`src/rtl/rr_arbiter4.sv`:
```
// ---------------------------------------------------------------------------
// rr_arbiter4
//
// Four-requester round-robin arbiter that shares one downstream resource.
// A rotated priority encoder picks the winner. The scan starts one position
// after the last winner, so no requester can starve. Grants are registered.
// A grant is held until the owner raises done or drops its request. At least
// one IDLE cycle always separates two consecutive grants.
//
// Optional feature (compile-time macro ARB_TIMEOUT_EN):
//   When defined, a hold counter forces a release after MAX_HOLD cycles in
//   BUSY and pulses the timeout output for one cycle. When undefined, there
//   is no counter and no timeout port.
//
// Parameters:
//   MAX_HOLD  maximum grant length in cycles (2..255); used only when
//             ARB_TIMEOUT_EN is defined
//
// Ports:
//   clk      in   1  system clock, rising edge
//   rst_n    in   1  synchronous active-low reset
//   req      in   4  level-sensitive request vector, bit i = requester i
//   done     in   1  owner releases the resource (sampled only in BUSY)
//   gnt      out  4  one-hot grant, zero when there is no owner
//   gnt_id   out  2  binary index of the owner, 2'b00 when idle
//   busy     out  1  high while a grant is held
//   timeout  out  1  one-cycle pulse on forced release (ARB_TIMEOUT_EN only)
// ---------------------------------------------------------------------------
module rr_arbiter4 #(
  parameter int MAX_HOLD = 16
) (
  input  logic       clk,
  input  logic       rst_n,
  input  logic [3:0] req,
  input  logic       done,
  output logic [3:0] gnt,
  output logic [1:0] gnt_id,
  output logic       busy
`ifdef ARB_TIMEOUT_EN
  ,
  output logic       timeout
`endif
);

  typedef enum logic {
    IDLE = 1'b0,
    BUSY = 1'b1
  } state_t;

  state_t     state_q, state_d;
  logic [3:0] gnt_q, gnt_d;
  logic [1:0] gnt_id_q, gnt_id_d;
  logic       busy_q, busy_d;
  logic [1:0] last_id_q, last_id_d;

  logic       win_found;
  logic [1:0] win_id;
  logic [1:0] scan_idx;
  logic       release_now;

`ifdef ARB_TIMEOUT_EN
  localparam logic [7:0] HOLD_LAST = 8'(MAX_HOLD - 1);

  logic [7:0] hold_q, hold_d;
  logic       timeout_q, timeout_d;
`endif

  // Rotated priority encoder: scan upward from last_id+1, wrapping 3->0.
  // The 2-bit sum wraps by itself, so offset 4 lands back on last_id. That
  // makes the last winner the lowest-priority candidate, which is what lets
  // a lone requester be granted again.
  always_comb begin
    win_found = 1'b0;
    win_id    = 2'b00;
    scan_idx  = 2'b00;
    for (int k = 1; k <= 4; k++) begin
      scan_idx = last_id_q + 2'(k);
      if (!win_found && req[scan_idx]) begin
        win_found = 1'b1;
        win_id    = scan_idx;
      end
    end
  end

  // Next-state logic for the IDLE/BUSY controller. IDLE launches a grant
  // toward the encoder's winner. BUSY holds the grant until done, until the
  // owner drops its request or, if enabled, until the hold limit is reached.
  // A release always returns to IDLE, which enforces the one-cycle gap
  // between grants.
  always_comb begin
    state_d     = state_q;
    gnt_d       = gnt_q;
    gnt_id_d    = gnt_id_q;
    busy_d      = busy_q;
    last_id_d   = last_id_q;
    release_now = 1'b0;
`ifdef ARB_TIMEOUT_EN
    hold_d      = hold_q;
    timeout_d   = 1'b0;
`endif

    case (state_q)
      IDLE: begin
        if (win_found) begin
          state_d   = BUSY;
          gnt_d     = 4'b0001 << win_id;
          gnt_id_d  = win_id;
          busy_d    = 1'b1;
          last_id_d = win_id;
`ifdef ARB_TIMEOUT_EN
          hold_d    = 8'd0;
`endif
        end
      end

      BUSY: begin
        // done and an owner drop in the same cycle are one release.
        release_now = done | ~req[gnt_id_q];
`ifdef ARB_TIMEOUT_EN
        // The count is 0 on the first BUSY cycle, so reaching MAX_HOLD-1
        // means the grant has been visible for MAX_HOLD cycles.
        if (!release_now) begin
          if (hold_q == HOLD_LAST) begin
            release_now = 1'b1;
            timeout_d   = 1'b1;
          end else begin
            hold_d = hold_q + 8'd1;
          end
        end
`endif
        if (release_now) begin
          state_d  = IDLE;
          gnt_d    = 4'b0000;
          gnt_id_d = 2'b00;
          busy_d   = 1'b0;
        end
      end

      default: state_d = IDLE;
    endcase
  end

  // State registers. Reset puts the pointer at 3, so requester 0 is scanned
  // first after reset.
  always_ff @(posedge clk) begin
    if (!rst_n) begin
      state_q   <= IDLE;
      gnt_q     <= 4'b0000;
      gnt_id_q  <= 2'b00;
      busy_q    <= 1'b0;
      last_id_q <= 2'b11;
`ifdef ARB_TIMEOUT_EN
      hold_q    <= 8'd0;
      timeout_q <= 1'b0;
`endif
    end else begin
      state_q   <= state_d;
      gnt_q     <= gnt_d;
      gnt_id_q  <= gnt_id_d;
      busy_q    <= busy_d;
      last_id_q <= last_id_d;
`ifdef ARB_TIMEOUT_EN
      hold_q    <= hold_d;
      timeout_q <= timeout_d;
`endif
    end
  end

  assign gnt    = gnt_q;
  assign gnt_id = gnt_id_q;
  assign busy   = busy_q;
`ifdef ARB_TIMEOUT_EN
  assign timeout = timeout_q;
`endif

endmodule

```
`config.mk`:
```
export PLATFORM = sky130hd
export DESIGN_NAME = rr_arbiter4
export DESIGN_NICKNAME = d
export VERILOG_FILES = /design/src/rtl/rr_arbiter4.sv
export SDC_FILE = /design/constraint.sdc
export NUM_CORES = 1
export LEC_CHECK = 0
export ABC_CLOCK_PERIOD_IN_PS = 4570
export BUFFER_PORTS_ARGS = -buffer_cell sky130_fd_sc_hd__buf_4
export CORE_AREA = 2 2 53 45
export CTS_BUF_LIST = sky130_fd_sc_hd__clkbuf_4 sky130_fd_sc_hd__clkbuf_8
export DETAILED_ROUTE_END_ITERATION = 7
export DIE_AREA = 0 0 55 47
export GPL_TIMING_DRIVEN = 0
export PLACE_DENSITY = 0.5
export SETUP_SLACK_MARGIN = 0.02
export SYNTH_ARGS = -nofsm -noshare
export SYNTH_HDL_FRONTEND = slang
export SYNTH_SLANG_ARGS = --single-unit
```
`constraint.sdc`:
```
create_clock -name clk -period 4.57 [get_ports clk]
set_input_delay 0.457 -clock clk [delete_from_list [all_inputs] [get_ports clk]]
set_output_delay 0.457 -clock clk [all_outputs]
set_load 0.05 [all_outputs]
```
==> results by group <==
Clocking
  • Reg clk slew, reported paths: 70 ps
  • Clock Tree Root: clkbuf_4
  • CTS max path bufs: 2
  • TritonCTS buffer count: 3
  • Skew-Pair Late Insertion Delay: 270 ps
  • Clk sink count: 10
  • H-Tree Depth: 1
  • CTS tree: built
  • Hold_buf cts: 0
  • CTS resizes: 0
  • Postcts setup bufs: 0

Worst setup path
  • Critical path arrival: 1910 ps
  • R2R Setup Slk: 2830 ps
  • Critical Path Start Type: flip-flop
  • Worst-path maximum fanout: 7
  • Setup CP Type: reg2reg
  • Worst Path Required: 4740 ps
  • Critical Path End Type: flip-flop
  • Cells on worst reg2reg path: 4
  • Reg2reg end: gnt[2]$_SDFFE_PN0P_
  • Reg-to-reg startpoint: last_id_q[1]$_SDFFE_PN1P_

Global route
  • Largest net degree at the start of global routing: 11
  • GRT Residual Overflow: 0
  • Vias in the first global route: 406
  • Global-route wire length before repair: 1807 µm
  • Initial antenna violation count: 0
  • Tot GR Track Use: 0.1005

Synth
  • Leading area contributor after synthesis: dfxtp_1
  • Mux cell area share after synthesis: 0.08354
  • Mapped Cells: 53
  • Synth Area in XOR/XNOR: 0
  • Most common cell in the netlist: dfxtp_1
  • Synth Area in Compound Gates: 0.2850
  • Synth cell types: 28
  • Syn nets: 60
  • Synth top area share: 0.3931
  • Synth Area in Simple Gates: 0.2088
  • Mapped Area: 509.2 µm²
  • Sequential share of the synthesized area: 0.3931
  • Asr flop ratio synth: 0
  • Synthesized flop and latch total: 10
  • Commonest cells post-synth: 10 x dfxtp_1, 4 x o21ai_0
  • Synth Flop Type: dfxtp_1
  • Synthesized area per cell: 9.608 µm²
  • Largest family of logic cells by synthesized area: compound AO/OA/AOI/OAI gates
  • Ys Warns: 0
  • Ranking of synthesized cells by area: dfxtp_1 39%, mux4_2 4.4%, o21a_1 4.4%
  • Post-synth EDFFs: 0
  • Adder-cell share of the synthesized area: 0

Route
  • Vias: 461
  • Detailed-router iteration count before antenna repair: 4
  • Initial DRC count: 16
  • DRT antenna net count: 0
  • Final WL: 1120 µm
  • Residual DRC: 0
  • WL/cell: 11.79 µm
  • Vias/cell: 4.853

STA
  • Sum of negative setup slack: 0 ps
  • Unrepaired setup endpoints after global routing: no
  • Final min period: 1745 ps
  • PnR worst setup slack: 2825 ps
  • Crit share post-route: 0.3818
  • Relative slew margins: 0.4925
  • Final setup vio count: 0
  • Final max-slew violation count: 0
  • Fmax: 0.5731 GHz
  • Final Skew: 6.580 ps
  • Worst slew pin tran: 754.8 ps
  • Final Hold Fails: 0

Worst hold path
  • Hold path start: gnt[3]$_SDFFE_PN0P_
  • HP Class: reg2reg
  • Min-Delay Endpoint: gnt[3]$_SDFFE_PN0P_
  • Hold Path Depth: 2

Floorplan
  • Initial core utilization: 0.2467
  • Die width: 55 µm
  • Row Count: 15
  • Overall die area: 0.002585 mm²
  • I/O pin total: 14
  • Die outline height: 47 µm
  • Core ar.: 0.002064 mm²

Power and ir drop
  • P_leak: 0.2761 nW
  • Clock power share: 0.321
  • Sw Share: 0.3168
  • Pwr dens: 369.4 mW/mm²
  • Sequential power share: 0.416
  • Comb pwr share: 0.263
  • Int Power: 0.1702 mW
  • Sw power: 0.07893 mW
  • Max VDD drop: 0.0002231 V

Finish
  • Final net count: 78
  • Multi-input combinational cell area: 294.0 µm²
  • Reg area: 200.2 µm²
  • Synth-to-Final Area Change: 32.43%
  • Layout cells sized above 1: 0.3143
  • Ant diodes: 0
  • Fillers: 213

Status
  • Status: finished, final reports clean

Placed design
  • Post-DP HPWL: 841.4 µm
  • Routability cong.: 0.6760
  • Port Buffer Count: 13
  • DP Worst Slack: 2646 ps

Job
  • Max-cap violations: 0
## logic make-up after synthesis
family                 Yosys count
AND/OR/NAND/NOR                 16
AO/OA/AOI/OAI                   20
multiplexers                     3
buffers and inverters            4
flip-flops                      10
## power groups by stage
stage | Sequential, mW | Clock, mW | Combinational, mW
floorplan | 0.123 | 0 | 0.0269
global placement | 0.106 | 0 | 0.0654
detailed placement | 0.106 | 0 | 0.0656
CTS | 0.104 | 0.0820 | 0.0661
global route | 0.105 | 0.0858 | 0.0714
finish | 0.104 | 0.0798 | 0.0655
## area by class of cell
cell class,instances,area share
Inverter,3,0.01670
Tap cell,25,0.04638
Sequential cell,10,0.2968
Multi-Input combinational cell,39,0.4360
Clock buffer,4,0.05380
Buffer,1,0.005566
Timing Repair Buffer,13,0.1447
## per-stage QoR
step	power, mW	area [µm²]	hold WS [ps]	util	cells
after floorplan	0.1499	509.2	486.6	-	53
after global placement	0.1713	638.1	452.5	0.3091	91
after detailed placement	0.1716	638.1	449.0	0.3091	91
after CTS	0.2520	674.4	458.5	0.3267	95
after global routing	0.2624	674.4	477.6	0.3267	95
final	0.2491	674.4	454.4	0.3267	95
## how the worst max path moves through the flow
stage | from | end | slack, ps | cells past startpoint
after CTS | last_id_q[1]$_SDFFE_PN1P_ | gnt[2]$_SDFFE_PN0P_ | 2850 | 4
after global routing | last_id_q[1]$_SDFFE_PN1P_ | gnt[2]$_SDFFE_PN0P_ | 2670 | 4
after detailed placement | req[3] | gnt[2]$_SDFFE_PN0P_ | 2650 | 5
final | last_id_q[1]$_SDFFE_PN1P_ | gnt[2]$_SDFFE_PN0P_ | 2830 | 4
after global placement | req[3] | gnt[2]$_SDFFE_PN0P_ | 2630 | 5
after floorplan | gnt_id[1]$_SDFFE_PN0P_ | gnt[0]$_SDFFE_PN0P_ | 2620 | 4
## routing by layer
metal	part of all wire	track usage	up-vias
li1	-	-	238
met1	0.50	0.1357	211
met2	0.44	0.1429	12
met3	0.057	0.04777	0
met4	0	0.02927	0
met5	0	0	-
## state kept, by name, summed over array words and instances (netlist names)
name / cells
gnt: 4
gnt_id: 2
last_id_q: 2
busy: 1
state_q: 1
## cells in the final DEF (no fill, tap or decap), types with 2 or more instances in the layout
cell type,count
a21oi_1,3
buf_4,13
clkbuf_4,3
dfxtp_1,10
inv_1,3
mux2i_1,2
nor2_1,2
nor2b_1,3
nor3b_1,2
o21a_1,3
o21ai_0,4
o2bb2ai_1,2
or2b_1,2
## worst max-delay path, cell delays in order (launching register included)
cell	delay (ps)
dfxtp_1	360
and3b_2	210
o31ai_1	650
nor2_1	130
a32o_1	290
Note: power is estimated with default switching activity, not from simulation.
